[src/rtl/syncword_correlator.sv]
// Sliding 64-bit sync word correlator with error threshold, trailer check and
// ID-packet detection, driven by a 1 us bit strobe in the 6 MHz clock domain.
module syncword_correlator (
    input  logic        clk_6M,
    input  logic        rstz,
    input  logic        p_1us,
    input  logic        rxbit,
    input  logic        rx_window,
    input  logic        corr_clear,
    input  logic        id_mode,
    input  logic [63:0] regi_syncword,
    input  logic [3:0]  regi_corr_threshold,
    output logic        rx_trailer_st_p,
    output logic        id_rcv_p,
    output logic        sync_found,
    output logic [6:0]  sync_errcnt,
    output logic        trailer_err,
    output logic [7:0]  detect_cnt
);

    typedef enum logic [1:0] {IDLE, SEARCH, TRAILER, LOCKED} state_t;

    state_t      state;
    logic [63:0] sr;
    logic [6:0]  fill;
    logic [1:0]  tcnt;
    logic [6:0]  errs;
    logic        match;
    logic        detect;
    logic        trl_exp;

    function automatic logic [6:0] popcount64(input logic [63:0] v);
        logic [6:0] c;
        c = '0;
        for (int i = 0; i < 64; i++) begin
            c = c + 7'(v[i]);
        end
        return c;
    endfunction

    assign errs  = popcount64(sr ^ regi_syncword);
    assign match = (fill == 7'd64) && (errs <= {3'd0, regi_corr_threshold});

    // Pulses are combinational so they coincide with the strobe that detects;
    // an abort in the same cycle suppresses them.
    assign detect          = (state == SEARCH) && p_1us && match && rx_window && !corr_clear;
    assign rx_trailer_st_p = detect && !id_mode;
    assign id_rcv_p        = detect && id_mode;
    assign sync_found      = (state == TRAILER) || (state == LOCKED);

    // Trailer alternates starting with the complement of the last sync bit.
    assign trl_exp = tcnt[0] ? regi_syncword[0] : ~regi_syncword[0];

    always_ff @(posedge clk_6M or negedge rstz) begin
        if (!rstz) begin
            state       <= IDLE;
            sr          <= '0;
            fill        <= '0;
            tcnt        <= '0;
            sync_errcnt <= '0;
            trailer_err <= 1'b0;
            detect_cnt  <= '0;
        end else if (corr_clear || !rx_window) begin
            state <= IDLE;
        end else begin
            case (state)
                IDLE: begin
                    state       <= SEARCH;
                    sr          <= '0;
                    fill        <= '0;
                    tcnt        <= '0;
                    trailer_err <= 1'b0;
                end
                SEARCH: begin
                    if (p_1us) begin
                        if (match) begin
                            sync_errcnt <= errs;
                            if (detect_cnt != 8'hFF) begin
                                detect_cnt <= detect_cnt + 8'd1;
                            end
                            if (id_mode) begin
                                state <= LOCKED;
                            end else begin
                                // The bit arriving with the detection is trailer bit 0.
                                trailer_err <= trailer_err | (rxbit != trl_exp);
                                tcnt        <= 2'd1;
                                state       <= TRAILER;
                            end
                        end else begin
                            sr <= {sr[62:0], rxbit};
                            if (fill != 7'd64) begin
                                fill <= fill + 7'd1;
                            end
                        end
                    end
                end
                TRAILER: begin
                    if (p_1us) begin
                        trailer_err <= trailer_err | (rxbit != trl_exp);
                        tcnt        <= tcnt + 2'd1;
                        if (tcnt == 2'd3) begin
                            state <= LOCKED;
                        end
                    end
                end
                LOCKED: begin
                    state <= LOCKED;
                end
                default: state <= IDLE;
            endcase
        end
    end

endmodule

[config.mk]
export PLATFORM = sky130hd
export DESIGN_NAME = syncword_correlator
export DESIGN_NICKNAME = d
export VERILOG_FILES = /design/src/rtl/syncword_correlator.sv
export SDC_FILE = /design/constraint.sdc
export NUM_CORES = 1
export LEC_CHECK = 0
export CORE_MARGIN = 1.5
export CORE_UTILIZATION = 35
export DETAILED_ROUTE_END_ITERATION = 8
export PLACE_DENSITY_LB_ADDON = 0.15
export SLEW_MARGIN = 5
export SYNTH_ARGS = -nofsm -noshare
export SYNTH_HDL_FRONTEND = slang
export SYNTH_SLANG_ARGS = --single-unit
[constraint.sdc]
create_clock -name clk_6M -period 13.9 [get_ports clk_6M]
set_clock_uncertainty 0.05 [all_clocks]
set_input_delay 3.475 -clock clk_6M [delete_from_list [all_inputs] [get_ports clk_6M]]
set_output_delay 3.475 -clock clk_6M [all_outputs]
set_load 0.005 [all_outputs]
=== Yosys cells after proc, flatten, opt, wreduce, memory -nomap -nowiden ===
Index checks and enable logic that the tools add are counted.

* Add/subtract/negate cells: 66
* Magnitude comparators: 1
* Eq/ne operators: 18
* Mux-type cells: 25
* Bitwise operators: 4
* Reduce and logical (&&, ||, !) cells: 21

{| class="wikitable"
|+ Operator list
! cell !! number
|-
| $add 7x1->7 || 57
|-
| $mux 64 || 2
|-
| $pmux 64 s2 || 1
|-
| $xor 64x64->64 || 1
|-
| $mux 7 || 3
|-
| $mux 2 || 9
|-
| $pmux 7 s2 || 1
|-
| $reduce_and 4->1 || 3
|-
| $ne 2x2->1 const B || 5
|-
| $reduce_and 5->1 || 2
|-
| $ne 3x2->1 const B || 3
|-
| $add 8x1->8 const B || 1
|-
| $ne 8x8->1 const B || 1
|-
| $pmux 2 s4 || 1
|-
| $add 6x1->7 || 1
|-
| $add 7x1->7 const B || 1
|-
| $eq 7x7->1 const B || 1
|-
| $le 7x4->1 || 1
|-
| $logic_and 1x1->1 || 7
|-
| $ne 7x7->1 const B || 1
|-
| $add 5x1->6 || 1
|-
| $eq 2x2->1 const B || 3
|-
| $mux 1 || 6
|-
| $pmux 2 s3 || 1
|-
| other kinds (18) || 22
|}

* Flip-flop bits (word level): 91
* Input port bits: 75
* Output and inout port bits: 19
* Word-level logic and storage cells: 142

=== Depth between registers and ports, before layout ===
* Word-level depth: 70
* Gate-level depth with buffers: 28
* Depth with buffers taken out: 26

=== Worst setup path after synthesis ===
OpenSTA, ideal clock, no wires.

* Path kind: input to output
* From: input port regi_syncword[35]
* To: output port id_rcv_p
* Arrival: 9.950 ns
* Required time: 10.375 ns
* Setup slack: 0.425 ns
* Stages: 23
* Path buffers: 0
* Path through: xor2_1 fa_1 fa_1 fa_1 inv_1 fa_1 inv_1 fa_1 fa_1 fa_1 inv_1 fa_1 inv_1 ha_1 a21oi_1 inv_1 a21oi_1 xnor2_1 ha_1 a21oi_1 a31oi_1 a2111oi_4 and2_1

* Word-level cells in the longest chain between the ends: 36

{| class="wikitable"
|+ RTL lines
! item !! line !! source
|-
| start: declaration || 11 || <nowiki>input logic [63:0] regi_syncword,</nowiki>
|-
| $xor 64x64->64 || 41 || <nowiki>assign errs = popcount64(sr ^ regi_syncword);</nowiki>
|-
| $add 7x1->7 (29 in a row) || 36 || <nowiki>c = c + 7'(v[i]);</nowiki>
|-
| via errs[3] || 27 || <nowiki>logic [6:0] errs;</nowiki>
|-
| $le 7x4->1 || 42 || <nowiki>assign match = (fill == 7'd64) && (errs <= {3'd0, regi_corr_threshold});</nowiki>
|-
| $logic_and 1x1->1 || 42 ||
|-
| $logic_and 1x1->1 (3 in a row) || 46 || <nowiki>assign detect = (state == SEARCH) && p_1us && match && rx_window && !corr_clear;</nowiki>
|-
| $logic_and 1x1->1 || 48 || <nowiki>assign id_rcv_p = detect && id_mode;</nowiki>
|-
| end: declaration || 14 || <nowiki>output logic id_rcv_p,</nowiki>
|}

The timed path passes the listed nets, and every way through them passes these cells.

=== Worst setup path in the final report ===
* From: input port regi_syncword[25]
* To: output port id_rcv_p

* Word-level cells in the longest chain between the ends: 46

{| class="wikitable"
|+ RTL lines
! item !! line
|-
| $xor 64x64->64 || 41
|-
| $add 7x1->7 (39 in a row) || 36
|-
| via errs[2] || 27
|-
| $le 7x4->1 || 42
|-
| $logic_and 1x1->1 || 42
|-
| $logic_and 1x1->1 (3 in a row) || 46
|-
| $logic_and 1x1->1 || 48
|}

The timed path passes the listed nets, and every way through them passes these cells.

==> summary.txt <==
Status
  – Outcome: finished, final reports clean

Yosys
  – Post-synth top area share: 0.3728
  – Mapped Cells: roughly 520
  – Synthesized area per cell: approximately 12 um^2
  – Ranking of synthesized cells by area: dfrtp_1, fa_1, a22o_1
  – Most common cell in the synthesized netlist: dfrtp_1
  – Post-synth ARST share: 1.000
  – Number of synthesized register bits: 91
  – Synth top cells by count: dfrtp_1, a22o_1, inv_1
  – Ys Warns: 0
  – Yosys top cell by area: dfrtp_1
  – Post-synth EDFFs: 0
  – Synthesized netlist net count: about 670
  – Distinct cells, synth: 50
  – Register area share after synthesis: 0.3728
  – Ys flop type: dfrtp_1
  – Post-Synthesis Cell Area: slightly above 0.006 mm^2

Clock tree
  – # H-tree levels: 3
  – Max clock buf depth: 2
  – Clk_lat worst skew: around 0.35 ns
  – Clock Pin Slew Worst Setup and Hold Paths: around 0.070 ns
  – Total clock sinks: 91
  – Post-CTS Hold Buffers: 0
  – Num CTS Buffers: 9
  – CTS tree: yes
  – Clock Tree Root: clkbuf_16

STA
  – Slew margin rel.: 0.4441
  – Fin. Hold Viols: 0
  – Highest Clock Rate: between 70 and 80 MHz
  – Actual slew at the worst max-slew pin: approximately 0.83 ns
  – Final setup viols: 0
  – RSZ-0062 raised after global routing: yes
  – Setup TNS: 0 ns
  – Fin crit share: 0.9839
  – Fin crit period: between 10 and 15 ns
  – Final setup margin: 0.2235 ns
  – Fin. max-slew vios: 0

Setup path
  – Slowest stage cell, crit path: fa_1
  – Top delay family on crit path: adder cells
  – CP arrival: about 10 ns
  – CP Launch Type: input pin
  – Req. time, crit path: just over 10 ns
  – Crit path top cell by count: fa_2
  – Slowest stage delay, CP: around 0.56 ns
  – Crit path kind: input pin to primary output
  – CP Capture Type: primary output
  – Crit path max fanout: 3
  – Crit-path cells: dlymetal6s2s_1 -> xor2_2 -> fa_1 -> inv_2 -> fa_2 -> inv_2 -> fa_2 -> fa_2 -> fa_2 -> fa_1 -> fa_1 -> inv_2 -> fa_1 -> inv_1 -> buf_4 -> buf_4 -> fa_2 -> xor2_1 -> ha_1 -> and4_2 -> a31oi_4 -> a2111oi_4 -> and2_4 -> buf_6
  – CP Buf/Inv Count: 8

Cells and area
  – Area Growth Syn to Fin: 28.55%
  – # nets final: 786
  – Layout cells sized above 1: 0.2268
  – Post-Route Utilization: 0.4572
  – Fillers: approximately 1600
  – # diodes: 0

Placement
  – DP Worst Slack: -0.7209 ns
  – Port bufs: 93
  – Gpl congestion: approximately 0.8
  – HPWL Detailed: between 10000 and 15000 um

Detailed routing
  – DR vias/cell: ~4.8
  – Routed len/inst: between 15 and 20 um
  – DR vias: about 4000
  – Iteration-0 DRC Markers: about 180
  – DRC errors left: 0
  – WL final: about 14000 um
  – Antenna Nets Post-Route: 0
  – DRT Pass-1 Iters: 4

Flow run
  – Max-cap violations: 0

Floorplanning
  – Initial Util: 0.3556
  – # IOs: 94
  – Core area: around 0.017 mm^2
  – Cell Rows: 48
  – Die ar.: 0.01825 mm^2
  – Chip width: 135.1 um
  – Chip height: around 140 um

Global routing
  – Gr ovfl total: 0
  – Vias in the first global route: 4421
  – Antenna violations before repair: 0
  – GRT Overall Usage: 0.1659
  – First-pass GRT wire length: around 23000 um
  – Largest net degree at the start of global routing: between 50 and 60

Min path
  – Worst Hold Class: register to register
==> worst paths after layout <==
kind	startpoint	endpoint	slack, ns	depth (start not counted)
worst min-delay path	detect_cnt[4]$_DFFE_PN0P_	detect_cnt[4]$_DFFE_PN0P_	0.44	1
worst min register to register	detect_cnt[4]$_DFFE_PN0P_	detect_cnt[4]$_DFFE_PN0P_	0.44	1
worst max-delay path	regi_syncword[25]	id_rcv_p	0.22	24
max in group asynchronous	rstz	sr[58]$_DFFE_PN0P_	9.65	2
worst max register to register	sr[21]$_DFFE_PN0P_	sr[39]$_DFFE_PN0P_	5.44	27
min in group asynchronous	rstz	sr[11]$_DFFE_PN0P_	3.04	1
==> cells in the final DEF, fill, tap and decap left out, drive strengths merged, types with 24 or more instances in the layout <==
master and count:
a22o 66, buf 34, clkbuf 33, clkdlybuf4s50 57, dfrtp 91, fa 54, ha 27, inv 66
xnor2 24, xor2 49
==> what timing repair did <==
item / CTS / global route
resized for setup: 77 / 91
endpoints found under the setup margin: 2 / 2
gates cloned: 0 / 0
pin swaps: 61 / 59
setup buffers: 7 / 1
==> sequential cells by signal, summed over array words and instances (netlist names) <==
name / flops
state: 2
fill: 7
detect_cnt: 8
sr: 64
trailer_err: 1
sync_errcnt: 7
tcnt: 2
==> stage by stage <==
step / hold slack, ns / cells / area [um^2]
3_3_place_gp: 0.4208 / 837 / 7295
3_5_place_dp: 0.4288 / 837 / 7295
4_1_cts: 0.4420 / 859 / 7767
2_1_floorplan: 0.4128 / 515 / 6108
5_1_grt: 0.4739 / 860 / 7853
6_report: 0.4354 / 860 / 7853
==> cells by family (layout without fill, tap and decap cells) <==
kind of cell | count (synthesis) | in the layout | share of synthesized area
AO/OA/AOI/OAI | 104 | 104 | 0.1409
multiplexers | 6 | 6 | 0.01065
XOR/XNOR | 73 | 73 | 0.1047
AND/OR/NAND/NOR | 78 | 78 | 0.06862
flip-flops | 91 | 91 | 0.3728
adder cells (fa/ha/maj) | 81 | 81 | 0.2323
buffers and inverters | 82 | 202 | 0.07005
==> cell type report <==
| type | instances | area [um^2] | share of cell area |
|---|---|---|---|
| inverter | 66 | 247.7 | 0.03155 |
| timing repair buffer | 120 | 1033 | 0.1316 |
| sequential | 91 | 2277 | 0.2900 |
| clock buffer | 12 | 246.5 | 0.03139 |
| tap | 225 | 281.5 | 0.03585 |
| clock inverter | 4 | 73.82 | 0.009401 |
| multi-input combinational | 342 | 3692 | 0.4702 |
==> worst reg2reg max path, stage by stage, from the launching register on <==
cell	delay [ns]
dfrtp_1	0.43
xor2_2	0.20
fa_1	0.56
inv_2	0.05
fa_2	0.56
inv_2	0.04
fa_2	0.54
fa_2	0.45
fa_2	0.41
fa_1	0.51
fa_1	0.55
inv_2	0.05
fa_1	0.53
inv_1	0.07
buf_4	0.13
buf_4	0.13
fa_2	0.40
xor2_1	0.17
ha_1	0.32
and4_2	0.28
a31oi_4	0.05
buf_4	0.15
buf_4	0.12
buf_4	0.13
a211oi_4	0.27
a21o_2	0.59
buf_4	0.47
a22o_1	0.21
==> layer usage <==
layer | up-vias | track usage | wire [um]
li1 | 1950 | - | -
met1 | 2086 | 0.2258 | 6315
met2 | 68 | 0.2670 | 6868
met3 | 10 | 0.03453 | 554
met4 | 0 | 0.05018 | 167
met5 | - | 0 | 0
Power is left out: the tool's default activity adds up to more than one toggle a clock period on the data nets, which glitch-free logic cannot reach.
